$ cat config.mk
export PLATFORM = sky130hd
export DESIGN_NAME = instr_fetch_unit_flat
export DESIGN_NICKNAME = d
export VERILOG_FILES = /design/src/rtl/cpu_pkg.sv /design/src/rtl/instr_fetch_unit_if.sv /design/src/rtl/next_pc_calc.sv /design/src/rtl/instr_fetch_unit.sv /design/src/flat_wrapper.sv
export SDC_FILE = /design/constraint.sdc
export NUM_CORES = 1
export LEC_CHECK = 0
export BUFFER_PORTS_ARGS = -buffer_cell sky130_fd_sc_hd__buf_2
export CORE_UTILIZATION = 35
export DETAILED_ROUTE_END_ITERATION = 8
export HOLD_SLACK_MARGIN = 0.08
export SYNTH_ARGS = -nofsm -noshare
export SYNTH_HDL_FRONTEND = slang
export SYNTH_SLANG_ARGS = --single-unit
$ cat constraint.sdc
create_clock -name clk -period 7.1 [get_ports clk]
set_input_delay 0 -clock clk [delete_from_list [all_inputs] [get_ports clk]]
set_output_delay 0 -clock clk [all_outputs]
set_load 0.01 [all_outputs]
$ cat src/rtl/cpu_pkg.sv
// Types and constants shared by the multicycle CPU blocks.
// Holds the PC-source encodings, the fetch FSM states and small address helpers.
package cpu_pkg;

    typedef enum logic [1:0] {
        PC_SEQ    = 2'd0,
        PC_BRANCH = 2'd1,
        PC_REG    = 2'd2,
        PC_JUMP   = 2'd3
    } pc_choose_e;

    typedef enum logic [1:0] {
        StIdle = 2'd0,
        StReq  = 2'd1,
        StWait = 2'd2,
        StHold = 2'd3
    } fetch_state_e;

    localparam logic [31:0] NOP_INSTR = 32'h0000_0000;
    localparam logic [31:0] PC_STEP   = 32'd4;

    function automatic logic [31:0] word_align(input logic [31:0] addr);
        return {addr[31:2], 2'b00};
    endfunction

endpackage

$ cat src/rtl/instr_fetch_unit_if.sv
// Instruction-memory request/response bus between the fetch unit and imem.
// The fetch unit is the master: it issues req/addr and receives valid/rdata.
interface instr_fetch_unit_if;

    logic        req;
    logic [31:0] addr;
    logic        valid;
    logic [31:0] rdata;

    modport master (
        output req,
        output addr,
        input  valid,
        input  rdata
    );

    modport slave (
        input  req,
        input  addr,
        output valid,
        output rdata
    );

endinterface

$ cat src/rtl/next_pc_calc.sv
// Combinational next-PC selection for the fetch unit.
// Flags a misaligned register target; the caller decides when to latch it.
module next_pc_calc
    import cpu_pkg::*;
(
    input  logic [31:0] pc,
    input  logic [31:0] instr,
    input  logic [1:0]  pc_choose,
    input  logic [31:0] imm,
    input  logic        branch_taken,
    input  logic [31:0] reg_target,
    output logic [31:0] next_pc,
    output logic        misaligned
);

    logic [31:0] seq_pc;
    logic [31:0] branch_pc;
    logic [31:0] jump_pc;
    logic        unused_opcode;

    assign seq_pc        = pc + PC_STEP;
    assign branch_pc     = pc + (imm << 2);
    assign jump_pc       = {pc[31:28], instr[25:0], 2'b00};
    // Opcode field is decoded by the control unit, not here.
    assign unused_opcode = ^instr[31:26];

    always_comb begin
        next_pc    = seq_pc;
        misaligned = 1'b0;
        unique case (pc_choose)
            PC_SEQ:    next_pc = seq_pc;
            PC_BRANCH: next_pc = branch_taken ? branch_pc : seq_pc;
            PC_REG: begin
                next_pc    = word_align(reg_target);
                misaligned = (reg_target[1:0] != 2'b00);
            end
            PC_JUMP:   next_pc = jump_pc;
            default:   next_pc = seq_pc;
        endcase
    end

endmodule

$ cat src/rtl/instr_fetch_unit.sv
// Fetch stage: owns the PC, fetches one word per instruction and holds it until commit.
// The PC only advances at commit in HOLD, so the instruction and its address stay paired.
module instr_fetch_unit
    import cpu_pkg::*;
#(
    parameter logic [31:0] RESET_PC = 32'h0000_0000
) (
    input  logic                      clk,
    input  logic                      rst,
    instr_fetch_unit_if.master        imem,
    output logic [31:0]               instr,
    output logic                      instr_valid,
    output logic [31:0]               pc,
    output logic [31:0]               link_pc,
    input  logic                      commit,
    input  logic [1:0]                pc_choose,
    input  logic [31:0]               imm,
    input  logic                      branch_taken,
    input  logic [31:0]               reg_target,
    output logic                      align_fault
);

    fetch_state_e state_q, state_d;
    logic [31:0]  pc_q, pc_d;
    logic [31:0]  instr_q, instr_d;
    logic         instr_valid_q, instr_valid_d;
    logic         align_fault_q, align_fault_d;

    logic [31:0]  next_pc;
    logic         misaligned;

    next_pc_calc u_next_pc_calc (
        .pc           (pc_q),
        .instr        (instr_q),
        .pc_choose    (pc_choose),
        .imm          (imm),
        .branch_taken (branch_taken),
        .reg_target   (reg_target),
        .next_pc      (next_pc),
        .misaligned   (misaligned)
    );

    always_ff @(posedge clk) begin
        if (rst) begin
            state_q       <= StIdle;
            pc_q          <= word_align(RESET_PC);
            instr_q       <= NOP_INSTR;
            instr_valid_q <= 1'b0;
            align_fault_q <= 1'b0;
        end else begin
            state_q       <= state_d;
            pc_q          <= pc_d;
            instr_q       <= instr_d;
            instr_valid_q <= instr_valid_d;
            align_fault_q <= align_fault_d;
        end
    end

    // Responses and commits outside their own state fall through the defaults untouched.
    always_comb begin
        state_d       = state_q;
        pc_d          = pc_q;
        instr_d       = instr_q;
        instr_valid_d = instr_valid_q;
        align_fault_d = align_fault_q;
        unique case (state_q)
            StIdle: state_d = StReq;
            StReq:  state_d = StWait;
            StWait: begin
                if (imem.valid) begin
                    instr_d       = imem.rdata;
                    instr_valid_d = 1'b1;
                    state_d       = StHold;
                end
            end
            StHold: begin
                if (commit) begin
                    pc_d          = next_pc;
                    instr_valid_d = 1'b0;
                    align_fault_d = align_fault_q | misaligned;
                    state_d       = StReq;
                end
            end
            default: state_d = StIdle;
        endcase
    end

    assign imem.req    = (state_q == StReq);
    assign imem.addr   = pc_q;
    assign instr       = instr_q;
    assign instr_valid = instr_valid_q;
    assign pc          = pc_q;
    assign link_pc     = pc_q + PC_STEP;
    assign align_fault = align_fault_q;

endmodule

$ cat src/flat_wrapper.sv
// flat-port wrapper written by rule: the top's interface ports become plain ports
module instr_fetch_unit_flat import cpu_pkg::*;
#(
    parameter logic [31:0] RESET_PC = 32'h0000_0000
)
  (clk, rst, instr, instr_valid, pc, link_pc, commit, pc_choose, imm, branch_taken, reg_target, align_fault, imem_req, imem_addr, imem_valid, imem_rdata);
  instr_fetch_unit_if imem_i ();
  input  logic clk;
  input  logic rst;
  output logic [31:0] instr;
  output logic instr_valid;
  output logic [31:0] pc;
  output logic [31:0] link_pc;
  input  logic commit;
  input  logic [1:0] pc_choose;
  input  logic [31:0] imm;
  input  logic branch_taken;
  input  logic [31:0] reg_target;
  output logic align_fault;
  output wire logic [$bits(imem_i.req)-1:0] imem_req;
  output wire logic [$bits(imem_i.addr)-1:0] imem_addr;
  input wire logic [$bits(imem_i.valid)-1:0] imem_valid;
  input wire logic [$bits(imem_i.rdata)-1:0] imem_rdata;
  assign imem_req = imem_i.req;
  assign imem_addr = imem_i.addr;
  assign imem_i.valid = imem_valid;
  assign imem_i.rdata = imem_rdata;
  instr_fetch_unit #(.RESET_PC(RESET_PC)) u_core (.clk(clk), .rst(rst), .imem(imem_i), .instr(instr), .instr_valid(instr_valid), .pc(pc), .link_pc(link_pc), .commit(commit), .pc_choose(pc_choose), .imm(imm), .branch_taken(branch_taken), .reg_target(reg_target), .align_fault(align_fault));
endmodule
Word level (Yosys, flattened, before mapping)

Cells that the tools add are included.

Register bits after elaboration: 68
Latch bits: 0
Bits in writable memories: 0
ROM bits: 0
Output and inout bits: 131
Word-level logic and storage cells: 36
Memories kept: 0

Add/sub/neg operators: 2
$mul: 0
Div/mod/pow operators: 0
$lt $le $gt $ge: 0
Equality and inequality tests: 8
Shift-type cells: 0
Muxes and demuxes: 9
Bitwise operators: 2
Reduce and logical (&&, ||, !) cells: 9

Operator list:

| operator                | number |
|---|---|
| $pmux W32 S4            | 1 |
| $add A32 B3 Y32 const B | 1 |
| $add A32 B32 Y32        | 1 |
| $mux W32                | 1 |
| $eq A2 B2 Y1 const B    | 4 |
| $pmux W2 S4             | 1 |
| $reduce_and A2 Y1       | 3 |
| $reduce_and A3 Y1       | 2 |
| $eq A2 B1 Y1 const B    | 2 |
| $logic_not A2 Y1        | 2 |
| $mux W2                 | 2 |
| $ne A2 B2 Y1 const B    | 2 |
| $reduce_bool A2 Y1      | 2 |
| $mux W1                 | 3 |
| $pmux W1 S2             | 1 |
| $not A1 Y1              | 1 |
| $or A1 B1 Y1            | 1 |

Depth between registers and ports, before layout

Depth after elaboration: 3
Mapped depth: 12
Gate-level depth less buffers: 12

Modules after synthesis

Synthesis repeated with hierarchy kept, for this count alone.

Cell total of the unflattened synthesis: 935
Area, all modules: 6632.6 um^2

By module, submodules not included:

| module           | times used | cells an instance | area an instance (um^2) |
|---|---|---|---|
| next_pc_calc     | 1          | 515               | 3414.5 |
| instr_fetch_unit | 1          | 420               | 3218.1 |

Worst setup path before layout

OpenSTA, ideal clock, no wires.

Path kind: register -> register
From: register u_core.pc_q[8], in the netlist u_core.imem.addr[8]
To: register u_core.pc_q[29], in the netlist u_core.imem.addr[29]
Data arrival time: 2.660 ns
Setup slack: 4.339 ns
Cell stages (with the launch flop): 11
Path buffers: 0
Period minus slack after synthesis: 2.761 ns
Cell sequence: dfxtp_1 ha_1 a21oi_1 nor2_1 a2111oi_0 nand2_1 a31oi_2 a311oi_1 a311oi_1 xor2_1 o41ai_1

Word-level cells in the longest chain between the ends: 3

Ends and longest elaborated chain:

| element                                             | RTL line                               | text |
|---|---|---|
| from (decl)                                         | instr_fetch_unit.sv:24                 | `logic [31:0] pc_q, pc_d;` |
| from (signal assigned)                              | instr_fetch_unit.sv:46                 | `pc_q <= word_align(RESET_PC);` |
| from (signal assigned)                              | instr_fetch_unit.sv:52                 | `pc_q <= pc_d;` |
| $add A32 B3 Y32 or $add A32 B32 Y32 (tied branches) | next_pc_calc.sv:21, next_pc_calc.sv:22 |  |
| $mux W32                                            | next_pc_calc.sv:32                     | `PC_BRANCH: next_pc = branch_taken ? branch_pc : seq_pc;` |
| $pmux W32 S4 *                                      | next_pc_calc.sv:30                     | `unique case (pc_choose)` |

Every way passes the cells marked *; elsewhere a longest branch is shown, timed or not.
A chain may end at the register's enable or synchronous reset.

Worst setup path in the final report

Ends and elaborated chain as after synthesis.

==> flow_summary.json <==
{
  "synth-compound-area-share": 0.269,
  "grt_pass1_vias": 5860,
  "synth_adder_area_share": 0.0780,
  "grt-ovfl-total": 0,
  "antenna_found_initial": 1,
  "max_freq_ghz": 0.288,
  "crit_start": "u_core.imem.addr[8]$_SDFFE_PP0P_",
  "cpLargestDelayFamily": "compound AO/OA/AOI/OAI gates",
  "synth_top_area_share": 0.231,
  "core_area_mm2": 0.0159,
  "power.total_uw": 1430,
  "synthTopCellsByCount": "nand2_1, a21oi_1, dfxtp_1, nor2_1, o21ai_0",
  "hold_viol": 0,
  "place_congestion": 0.874,
  "crit_slowest_cell": "dfxtp_1",
  "fin_area_mm2": 0.00746,
  "tritoncts": "done",
  "die_x_um": 130,
  "fin_crit_ns": 3.47,
  "path_cells": "ha_1 -> a21oi_1 -> nor2_1 -> a2111oi_0 -> nand2_1 -> a31oi_2 -> a311oi_1 -> a311oi_1 -> xor2_1 -> o41ai_1",
  "maxSlewHeadroom": 0.252,
  "maxCapViolations": 0,
  "htree_levels": 3,
  "ys_types": 75,
  "synthSimpleGateAreaFrac": 0.229,
  "grt_max_degree": 58,
  "tightest_slew_ns": 1.12,
  "async_reset_ff_frac": 0,
  "critPathKind": "reg2reg",
  "path_common_cell": "a311oi_1",
  "hold_path_class": "in2reg",
  "clkSlewWorstSetupHoldPaths_ns": 0.06,
  "powerDensity_mw_per_mm2": 191,
  "post_synth.cell_area_avg_um2": 7.34,
  "cp.required_ns": 7.35,
  "setup_viol": 0,
  "stdcell_count": 1212,
  "dp_hpwl_um": 15600,
  "finalCritPeriodShare": 0.489,
  "fin_util": 0.469,
  "leakage_uw": 0.00351,
  "drt-initial-drc-count": 511,
  "root_buffer": "clkbuf_16",
  "rows": 46,
  "path_depth": 10,
  "rr_worst_depth": 10,
  "vias_per_cell": 5.36,
  "track_usage": 0.250,
  "ys_seq_area_frac": 0.231,
  "die_y_um": 130,
  "crit_fanout": 7,
  "wl_per_cell_um": 17.5,
  "grt_pass1_wl_um": 31900,
  "ctsResizeCount": 0,
  "synth-main-ff-cell": "dfxtp_1",
  "cp_slowest_stage_delay_ns": 0.52,
  "crit_path_end": "u_core.imem.addr[29]$_SDFFE_PP0P_",
  "rsz0062_at_grt": "false",
  "drtAntennaViolNets": 0,
  "end_kind": "flop",
  "drv_slew": 0,
  "timing.rr.end": "u_core.imem.addr[29]$_SDFFE_PP0P_",
  "synthMostInstantiatedCell": "nand2_1",
  "firstDrtPassIters": 5,
  "die_area_mm2": 0.0168,
  "crit_buf_inv": 0,
  "synthMuxAreaShare": 0.0215,
  "netlist_top_cells_area": "dfxtp_1, nand2_1, ha_1",
  "yosys.area_share.xor_xnor": 0.0760,
  "cts_sinks": 66,
  "start_kind": "flop",
  "syn_area_mm2": 0.00571,
  "area.growth.synth_to_final_pct": 30.5,
  "r2r_start": "u_core.imem.addr[8]$_SDFFE_PP0P_",
  "nNetsFinal": 1129,
  "peakVddDrop_mv": 0.169,
  "yosysWarningCount": 0,
  "cts_buffers": 9,
  "synthCells": 778,
  "io_buffers": 225,
  "rrSetupSlack_ns": 3.63,
  "drcViolationCount": 0,
  "ys_ff_latch": 66,
  "insertedDiodeCount": 0,
  "synth_area_leader_cell": "dfxtp_1",
  "vias": 6492,
  "clockBufferDepth": 2,
  "synth_top_family_by_area": "compound AO/OA/AOI/OAI gates",
  "status": "finished, final reports clean",
  "pin_count": 234,
  "clkLatencyLatePin_ns": 0.36,
  "wirelength_um": 21200,
  "drive_above_1_share": 0.267,
  "dp_cells": 1150,
  "place_area_mm2": 0.00672,
  "finClkSkew_ns": 0.00531,
  "fin_tns_setup_ns": 0,
  "synth_edf_count": 0,
  "start_util": 0.360,
  "crit_arrival_ns": 3.72
}
==> metal layers <==
layer | wire, um | share of wire | track usage
met1 | 9730 | 0.46 | 0.335
met2 | 9570 | 0.45 | 0.397
met3 | 1530 | 0.072 | 0.0533
met4 | 405 | 0.019 | 0.0848
met5 | 0 | 0 | 0
==> power breakdown <==
group	switching [uW]	internal, uW	leakage (uW)
combinational	297	215	0.00284
sequential	65.2	413	0.000534
clock	196	239	0.000128
total	558	867	0.00351
==> through the flow <==
stage	setup WS, ns	hold WS (ns)
after global placement	3.72	0.243
after CTS	3.66	0.0912
after detailed placement	3.69	0.245
after global routing	3.42	0.123
after floorplan	4.34	0.136
final	3.63	0.102
==> cell usage in the layout (no fill, tap or decap), types with 7 or more instances in the layout <==
| cell type | n |
|---|---|
| dlygate4sd3_1 | 46 |
| xnor2_1 | 26 |
| mux2i_1 | 10 |
| dfxtp_1 | 66 |
| o221ai_1 | 7 |
| nand2b_1 | 9 |
| nand2_1 | 120 |
| a221oi_1 | 18 |
| nand4_1 | 9 |
| ha_1 | 34 |
| nor2_1 | 65 |
| nand3_1 | 20 |
| clkbuf_16 | 9 |
| a21oi_1 | 78 |
| a211oi_1 | 10 |
| a21o_1 | 17 |
| inv_1 | 25 |
| nor2b_1 | 15 |
| o21ai_0 | 44 |
| xor2_1 | 18 |
| buf_2 | 225 |
==> timing repair <==
action / CTS / global route
hold endpoints to repair: 45 / 0
buffers inserted: 0 / 0
hold buffers: 46 / 0
==> flip-flops by register name (all words and copies together), names as in the netlist <==
signal / flops
u_core.instr: 32
u_core.imem.addr: 30
u_core.state_q: 2
u_core.align_fault: 1
u_core.instr_valid: 1
==> tightest hold or removal path: stages <==
cell	delay (ns)
buf_2	0.08
a222oi_1	0.09
a211oi_1	0.23
==> how the worst min path moves through the flow <==
stage                               from                           endpoint  slack [ns]  cells after the start
after floorplan           imem_rdata[26]      u_core.instr[26]$_SDFFE_PP0P_        0.14                      2
after global placement    imem_rdata[31]      u_core.instr[31]$_SDFFE_PP0P_        0.24                      3
after detailed placement   imem_rdata[1]       u_core.instr[1]$_SDFFE_PP0P_        0.25                      3
after CTS                  reg_target[8]   u_core.imem.addr[8]$_SDFFE_PP0P_        0.09                      3
after global routing      reg_target[15]  u_core.imem.addr[15]$_SDFFE_PP0P_        0.12                      4
final                      reg_target[8]   u_core.imem.addr[8]$_SDFFE_PP0P_        0.10                      3
==> cells by family after synthesis <==
| kind of cell | Yosys count |
|---|---|
| xor gates and xnor gates | 47 |
| other | 1 |
| AOI/OAI and AO/OA | 235 |
| DFF | 66 |
| and+or+nand+nor | 278 |
| buffers and inverters | 104 |
| muxes | 12 |
| adders and majority gates | 35 |
==> layout make-up <==
type | instances | area (um2)
fill | 1658 | 8430
sequential | 66 | 1320
tap | 216 | 270
clock buffer | 9 | 225
inverter | 26 | 97.6
clock inverter | 7 | 53.8
timing repair buffer | 275 | 1620
multi-input combinational | 613 | 3870
(Power assumes the default switching activity.)
